===== src/rtl/alu_seq_pkg.sv =====
// Shared types for the sequential ALU: operation codes, FSM states and the
// shift-amount width helper.
package alu_seq_pkg;

    typedef enum logic [3:0] {
        OP_ADD   = 4'd0,
        OP_SUB   = 4'd1,
        OP_AND   = 4'd2,
        OP_OR    = 4'd3,
        OP_XOR   = 4'd4,
        OP_SLT   = 4'd5,
        OP_SLTU  = 4'd6,
        OP_SLL   = 4'd7,
        OP_SRL   = 4'd8,
        OP_SRA   = 4'd9,
        OP_MUL   = 4'd10,
        OP_MULHU = 4'd11,
        OP_DIV   = 4'd12,
        OP_DIVU  = 4'd13,
        OP_REM   = 4'd14,
        OP_REMU  = 4'd15
    } alu_op_e;

    typedef enum logic [1:0] {
        S_IDLE = 2'd0,
        S_MUL  = 2'd1,
        S_DIV  = 2'd2,
        S_DONE = 2'd3
    } state_e;

    // Number of low bits of operand B used as the shift amount.
    function automatic int shamt_w(input int width);
        return $clog2(width);
    endfunction

endpackage


===== src/rtl/alu_seq_comb.sv =====
// Single-cycle ALU slice: add/sub with carry and overflow, logic ops,
// compares and shifts. Codes from MUL upward produce zero here.
module alu_seq_comb
    import alu_seq_pkg::*;
#(
    parameter int WIDTH = 32
) (
    input  alu_op_e          op,
    input  logic [WIDTH-1:0] a,
    input  logic [WIDTH-1:0] b,
    output logic [WIDTH-1:0] result,
    output logic             c,
    output logic             v
);

    localparam int SH_W = shamt_w(WIDTH);

    logic             is_sub;
    logic [WIDTH-1:0] b_eff;
    logic [WIDTH:0]   sum;
    logic [SH_W-1:0]  shamt;

    // Select the operation result; carry/overflow only meaningful for ADD/SUB.
    always_comb begin
        is_sub = (op == OP_SUB);
        b_eff  = is_sub ? ~b : b;
        sum    = {1'b0, a} + {1'b0, b_eff} + {{WIDTH{1'b0}}, is_sub};
        shamt  = b[SH_W-1:0];
        result = '0;
        c      = 1'b0;
        v      = 1'b0;
        case (op)
            OP_ADD, OP_SUB: begin
                result = sum[WIDTH-1:0];
                c      = sum[WIDTH];
                v      = ~(is_sub ^ a[WIDTH-1] ^ b[WIDTH-1]) & (a[WIDTH-1] ^ sum[WIDTH-1]);
            end
            OP_AND:  result = a & b;
            OP_OR:   result = a | b;
            OP_XOR:  result = a ^ b;
            OP_SLT:  result = {{(WIDTH-1){1'b0}}, ($signed(a) < $signed(b))};
            OP_SLTU: result = {{(WIDTH-1){1'b0}}, (a < b)};
            OP_SLL:  result = a << shamt;
            OP_SRL:  result = a >> shamt;
            OP_SRA:  result = $unsigned($signed(a) >>> shamt);
            default: result = '0;
        endcase
    end

endmodule


===== src/rtl/alu_seq.sv =====
// Multi-cycle ALU with valid/ready handshakes. Single-cycle ops and divide
// special cases finish on the accept edge; MUL/MULHU use shift-add and
// DIV/DIVU/REM/REMU use restoring division, one bit per cycle.
//
//  state  | meaning
//  IDLE   | waiting for in_valid; in_ready=1
//  MUL    | shift-add iterations, counter WIDTH..1
//  DIV    | restoring-divide iterations, counter WIDTH..1
//  DONE   | result and flags held until out_ready
module alu_seq
    import alu_seq_pkg::*;
#(
    parameter int WIDTH = 32,
    parameter int CNT_W = $clog2(WIDTH) + 1
) (
    input  logic             clk,
    input  logic             rst_n,
    input  logic             in_valid,
    output logic             in_ready,
    input  logic [3:0]       op,
    input  logic [WIDTH-1:0] a,
    input  logic [WIDTH-1:0] b,
    output logic             out_valid,
    input  logic             out_ready,
    output logic [WIDTH-1:0] result,
    output logic             z,
    output logic             n,
    output logic             c,
    output logic             v
);

    localparam logic [WIDTH-1:0] MIN_VAL = {1'b1, {(WIDTH-1){1'b0}}};
    localparam logic [CNT_W-1:0] ITERS   = CNT_W'(WIDTH);

    state_e             state;
    alu_op_e            op_in;
    alu_op_e            op_r;
    logic [CNT_W-1:0]   cnt;
    // MUL: {partial product high, multiplier/low product}. DIV: {remainder, dividend/quotient}.
    logic [2*WIDTH-1:0] acc;
    logic [WIDTH-1:0]   opnd;
    logic               neg_q;
    logic               neg_r;

    logic [WIDTH-1:0]   comb_res;
    logic               comb_c;
    logic               comb_v;

    assign op_in = alu_op_e'(op);

    alu_seq_comb #(.WIDTH(WIDTH)) u_comb (
        .op     (op_in),
        .a      (a),
        .b      (b),
        .result (comb_res),
        .c      (comb_c),
        .v      (comb_v)
    );

    logic             is_mul_op;
    logic             is_div_op;
    logic             is_sdiv;
    logic             div_zero;
    logic             div_ovf;
    logic             div_special;
    logic [WIDTH-1:0] a_mag;
    logic [WIDTH-1:0] b_mag;
    logic [WIDTH-1:0] imm_res;
    logic             imm_c;
    logic             imm_v;

    // Classify the incoming op and form the result for anything finishing on accept.
    always_comb begin
        is_mul_op   = (op_in == OP_MUL) || (op_in == OP_MULHU);
        is_div_op   = op_in inside {OP_DIV, OP_DIVU, OP_REM, OP_REMU};
        is_sdiv     = (op_in == OP_DIV) || (op_in == OP_REM);
        div_zero    = (b == '0);
        div_ovf     = is_sdiv && (a == MIN_VAL) && (b == '1);
        div_special = is_div_op && (div_zero || div_ovf);
        a_mag       = (is_sdiv && a[WIDTH-1]) ? -a : a;
        b_mag       = (is_sdiv && b[WIDTH-1]) ? -b : b;
        imm_res     = comb_res;
        imm_c       = comb_c;
        imm_v       = comb_v;
        if (is_div_op) begin
            imm_c = 1'b0;
            imm_v = 1'b0;
            if (div_zero) begin
                imm_res = (op_in == OP_DIV || op_in == OP_DIVU) ? '1 : a;
            end else begin
                imm_res = (op_in == OP_DIV) ? MIN_VAL : '0;
            end
        end
    end

    logic [WIDTH:0]     mul_hi;
    logic [2*WIDTH-1:0] mul_next;
    logic [WIDTH:0]     div_sh;
    logic [WIDTH-1:0]   div_diff;
    logic               div_ge;
    logic [2*WIDTH-1:0] div_next;
    logic [WIDTH-1:0]   quot;
    logic [WIDTH-1:0]   rem;
    logic [WIDTH-1:0]   fin_res;

    // One iteration of each datapath, plus the signed/high-half result of the last one.
    always_comb begin
        mul_hi   = {1'b0, acc[2*WIDTH-1:WIDTH]} + (acc[0] ? {1'b0, opnd} : '0);
        mul_next = {mul_hi, acc[WIDTH-1:1]};
        div_sh   = {acc[2*WIDTH-1:WIDTH], acc[WIDTH-1]};
        div_ge   = (div_sh >= {1'b0, opnd});
        // When div_ge holds the true difference is below opnd, so WIDTH bits suffice.
        div_diff = div_sh[WIDTH-1:0] - opnd;
        div_next = {(div_ge ? div_diff : div_sh[WIDTH-1:0]), acc[WIDTH-2:0], div_ge};
        quot     = neg_q ? -div_next[WIDTH-1:0] : div_next[WIDTH-1:0];
        rem      = neg_r ? -div_next[2*WIDTH-1:WIDTH] : div_next[2*WIDTH-1:WIDTH];
        fin_res  = '0;
        if (state == S_MUL) begin
            fin_res = (op_r == OP_MUL) ? mul_next[WIDTH-1:0] : mul_next[2*WIDTH-1:WIDTH];
        end else begin
            fin_res = (op_r == OP_DIV || op_r == OP_DIVU) ? quot : rem;
        end
    end

    // Control FSM with registered handshake, result and flag outputs.
    always_ff @(posedge clk) begin
        if (!rst_n) begin
            state     <= S_IDLE;
            in_ready  <= 1'b1;
            out_valid <= 1'b0;
            result    <= '0;
            z         <= 1'b0;
            n         <= 1'b0;
            c         <= 1'b0;
            v         <= 1'b0;
            cnt       <= '0;
            acc       <= '0;
            opnd      <= '0;
            op_r      <= OP_ADD;
            neg_q     <= 1'b0;
            neg_r     <= 1'b0;
        end else begin
            case (state)
                S_IDLE: begin
                    if (in_valid) begin
                        op_r     <= op_in;
                        in_ready <= 1'b0;
                        if (is_mul_op) begin
                            acc   <= {{WIDTH{1'b0}}, b};
                            opnd  <= a;
                            cnt   <= ITERS;
                            state <= S_MUL;
                        end else if (is_div_op && !div_special) begin
                            acc   <= {{WIDTH{1'b0}}, a_mag};
                            opnd  <= b_mag;
                            neg_q <= is_sdiv && (a[WIDTH-1] ^ b[WIDTH-1]);
                            neg_r <= is_sdiv && a[WIDTH-1];
                            cnt   <= ITERS;
                            state <= S_DIV;
                        end else begin
                            result    <= imm_res;
                            z         <= (imm_res == '0);
                            n         <= imm_res[WIDTH-1];
                            c         <= imm_c;
                            v         <= imm_v;
                            out_valid <= 1'b1;
                            state     <= S_DONE;
                        end
                    end
                end
                S_MUL, S_DIV: begin
                    acc <= (state == S_MUL) ? mul_next : div_next;
                    cnt <= cnt - CNT_W'(1);
                    if (cnt == CNT_W'(1)) begin
                        result    <= fin_res;
                        z         <= (fin_res == '0);
                        n         <= fin_res[WIDTH-1];
                        c         <= 1'b0;
                        v         <= 1'b0;
                        out_valid <= 1'b1;
                        state     <= S_DONE;
                    end
                end
                S_DONE: begin
                    if (out_ready) begin
                        out_valid <= 1'b0;
                        in_ready  <= 1'b1;
                        state     <= S_IDLE;
                    end
                end
                default: state <= S_IDLE;
            endcase
        end
    end

endmodule


===== config.mk =====
export PLATFORM = sky130hd
export DESIGN_NAME = alu_seq
export DESIGN_NICKNAME = d
export VERILOG_FILES = /design/src/rtl/alu_seq_pkg.sv /design/src/rtl/alu_seq_comb.sv /design/src/rtl/alu_seq.sv
export SDC_FILE = /design/constraint.sdc
export NUM_CORES = 1
export LEC_CHECK = 0
export CAP_MARGIN = 20
export CORE_ASPECT_RATIO = 1.2
export CORE_MARGIN = 4
export CORE_UTILIZATION = 35
export CTS_CLUSTER_SIZE = 25
export DETAILED_ROUTE_END_ITERATION = 10
export MAX_ROUTING_LAYER = met4
export PLACE_DENSITY = 0.51
export SLEW_MARGIN = 0
export SYNTH_ARGS = -nofsm -noshare
export SYNTH_HDL_FRONTEND = slang
export SYNTH_SLANG_ARGS = --single-unit

===== constraint.sdc =====
create_clock -name clk -period 16.8 [get_ports clk]
set_clock_uncertainty 0.1 [all_clocks]
set_input_delay 3.36 -clock clk [delete_from_list [all_inputs] [get_ports clk]]
set_output_delay 3.36 -clock clk [all_outputs]
set_load 0.005 [all_outputs]

==> results_dict.tcl <==
set metrics [dict create \
    vdd_drop_max_mv 0.251 \
    class_of_the_tightest_hold_or_removal_check "flip-flop to flip-flop" \
    synth-edff-count 0 \
    grt_remaining_overflow 0 \
    fin_setup_tns_ps 0 \
    syn2layout_area_growth_pct 9.67 \
    numPlacedInstances 4317 \
    die-height_um 299 \
    vias 26900 \
    drtPass1Iterations 8 \
    power.internal_mw 2.19 \
    detail_route.drc_violations 0 \
    cts-resized-gates 0 \
    clk-insertion-delay-late_ps 460 \
    final.period_utilization_pct 55.8 \
    worstReg2RegStart "opnd[6]" \
    tritoncts "built" \
    die_w_um 251 \
    count_of_distinct_cell_types_in_the_synthesized_netlist 86 \
    synth.avg_cell_area_um2 7.06 \
    rsz_0062_raised_after_global_routing "false" \
    cts-hold-fix-buffers 0 \
    fin_crit_ps 9370 \
    finish.cell_count_without_fillers 4350 \
    antenna_found_initial 0 \
    sw_frac_of_total_pct 59.2 \
    highest_attainable_clock_frequency_mhz 107 \
    design.core.area_um2 69900 \
    cap_violations 0 \
    detail_route.wirelength_um 113000 \
    cts_sinks 147 \
    maximum_number_of_pins_on_one_net_before_global_route_repair 99 \
    worst_slew_pin_tran_ps 1210 \
    cts_buffer_depth 2 \
    hold_path_depth 2 \
    critical_path_required_ps 17040 \
    dpl_worst_slack_ps 7040 \
    worstSetupPathType "primary input to flip-flop" \
    seq_power_share_pct 10.7 \
    timing.critical_path.from_type "primary input" \
    crit_arrival_ps 9610 \
    grt_first_pass_wirelength_um 168000 \
    r2r_cells 22 \
    totalPowerFinal_mw 5.37 \
    combPwrFrac_pct 81.9 \
    grt_pass1_vias 25500 \
    ys_seq_area_share_pct 11.9 \
    cts_max_level 4 \
    yosysWarningCount 0 \
    finalMaxSlewViolations 0 \
    synth_seq_cells 147 \
    design.die.area_um2 74900 \
    drt-vias-per-instance 6.18 \
    power.clock.fraction_pct 7.4 \
    cts_inserted_buffers 17 \
    relSlewSlack_pct 18.7 \
    clock_slew_at_reported_path_ffs_ps 70 \
    place.detailed.hpwl_um 87700 \
    final_net_count 3695 \
    detailedRoute.firstIterationViolations 2617 \
    synth.cell_area_um2 24700 \
    num_io_pins 110 \
    mappedNetlistNets 3778 \
    io_buffers 109 \
    status "finished clean" \
    layout_setup_ws_ps 7430 \
    cell_pwr_density_nw_per_um2 198 \
    r2r-end "z" \
    final_layout_size_suffix_gt1_share_pct 7.90 \
    routabilityCongestion 0.999 \
    start_util_pct 35.4 \
    yosys_most_used_dff "sky130_fd_sc_hd__dfxtp_1" \
    async_reset_ff_share_pct 0 \
    path_max_fanout 31 \
    drt-wirelength-per-cell_um 26.1 \
    grt_use_total_pct 29.8 \
    drtAntennaViolNets 0 \
    power.static_leakage_nw 10.6 \
    timing_hold_violations_final 0 \
    reg2reg_setup_slack_ps 10170 \
    floorplan.rows 106 \
    synthCells 3502 \
    final_core_utilization_pct 38.8 \
    antennaDiodeCount 0 \
    cp-end-kind "flip-flop" \
    p_sw_mw 3.18 \
    hold_path_end "opnd[22]" \
    finalSetupViolations 0 \
    root_buffer "sky130_fd_sc_hd__clkbuf_16" \
    cts_setup_buffers 0 \
    timing.hold.worst.start "opnd[22]" \
]
## flip-flops by register name, indices dropped and copies added, names as in the netlist
| signal | flops |
|---|---|
| result | 32 |
| c | 1 |
| out_valid | 1 |
| state | 2 |
| v | 1 |
| op_r | 4 |
| acc | 64 |
| neg_r | 1 |
| neg_q | 1 |
| cnt | 6 |
| opnd | 32 |
| z | 1 |
| in_ready | 1 |
## cell type report
class	count	area, um^2
Timing Repair Buffer	192	1690
Fill cell	7473	42800
Sequential cell	147	2940
Tap cell	918	1150
Clock inverter	14	153
Multi-Input combinational cell	2892	20100
Clock buffer	18	429
Inverter	169	637
## cells in the final DEF (no fill, tap or decap), types with 88 or more instances in the layout
master / Yosys / routed
sky130_fd_sc_hd__a211oi_1: 99 / 99
sky130_fd_sc_hd__xnor2_1: 155 / 155
sky130_fd_sc_hd__nor3_1: 90 / 88
sky130_fd_sc_hd__inv_1: 169 / 167
sky130_fd_sc_hd__o211ai_1: 93 / 93
sky130_fd_sc_hd__ha_1: 201 / 199
sky130_fd_sc_hd__o21ai_0: 215 / 215
sky130_fd_sc_hd__a21oi_1: 312 / 311
sky130_fd_sc_hd__nor2_1: 381 / 378
sky130_fd_sc_hd__mux2i_1: 111 / 111
sky130_fd_sc_hd__nand2_1: 355 / 353
sky130_fd_sc_hd__clkdlybuf4s50_1: 0 / 103
sky130_fd_sc_hd__dfxtp_1: 147 / 147
## layer usage
layer	track usage (%)	share of wire (%)
met3	2.20	5.1
met5	-	0
met4	15.2	6.1
met1	36.9	41
met2	48.9	48
## per-stage QoR
step / hold slack, ps / cell area [um^2]
after global routing: 374 / 27100
final: 355 / 27100
after global placement: 344 / 26500
after detailed placement: 348 / 26500
after CTS: 357 / 27100
after floorplan: 336 / 24700
## worst max-delay path, cell delays in order
cell                              delay, ps
sky130_fd_sc_hd__clkdlybuf4s50_1        660
sky130_fd_sc_hd__nor3_2                 240
sky130_fd_sc_hd__buf_4                  420
sky130_fd_sc_hd__nand2_2                680
sky130_fd_sc_hd__xnor2_1                400
sky130_fd_sc_hd__ha_1                   340
sky130_fd_sc_hd__a21o_1                 210
sky130_fd_sc_hd__a21o_1                 170
sky130_fd_sc_hd__a221o_1                350
sky130_fd_sc_hd__a2111oi_0              600
sky130_fd_sc_hd__a21oi_1                250
sky130_fd_sc_hd__o2111ai_1              300
sky130_fd_sc_hd__and3_1                 200
sky130_fd_sc_hd__nor3_1                  80
sky130_fd_sc_hd__a311o_1                410
sky130_fd_sc_hd__o22a_1                 230
sky130_fd_sc_hd__o2111ai_1              260
sky130_fd_sc_hd__nor3_1                 110
sky130_fd_sc_hd__a311o_1                320
## power groups by stage
stage	clock, mW	sequential, mW	combinational [mW]
floorplan	0	0.507	3.05
global placement	0	0.580	4.32
detailed placement	0	0.579	4.31
CTS	0.403	0.571	4.33
global route	0.416	0.587	4.73
finish	0.398	0.574	4.40
## cell usage after synthesis, types with 42 or more instances
master	n	area (um^2)
sky130_fd_sc_hd__a211oi_1	99	743
sky130_fd_sc_hd__a21oi_1	312	1560
sky130_fd_sc_hd__a31oi_1	42	263
sky130_fd_sc_hd__buf_1	43	161
sky130_fd_sc_hd__clkbuf_1	242	908
sky130_fd_sc_hd__dfxtp_1	147	2940
sky130_fd_sc_hd__ha_1	201	2510
sky130_fd_sc_hd__inv_1	169	634
sky130_fd_sc_hd__mux2i_1	111	1110
sky130_fd_sc_hd__mux4_2	71	1600
sky130_fd_sc_hd__nand2_1	355	1330
sky130_fd_sc_hd__nand3_1	71	355
sky130_fd_sc_hd__nor2_1	381	1430
sky130_fd_sc_hd__nor3_1	90	450
sky130_fd_sc_hd__o211ai_1	93	698
sky130_fd_sc_hd__o21ai_0	215	1080
sky130_fd_sc_hd__xnor2_1	155	1360
sky130_fd_sc_hd__xor2_1	45	394
## worst max-delay path by stage
stage / from / to
finish: op[2] / z
global route: op[2] / z
CTS: op[2] / z
detailed placement: op[2] / z
global placement: op[1] / z
floorplan: op[0] / z
## kinds of logic after synthesis
logic type,after synthesis,synth area share (%)
buf+inv,463,7.16
xor+xnor,200,7.09
flops,147,11.9
compound gates,1108,29.3
mux,209,12.2
simple gates,1171,21.9
fa+ha+maj,204,10.4
No activity file was read; power rests on OpenSTA's default activity.
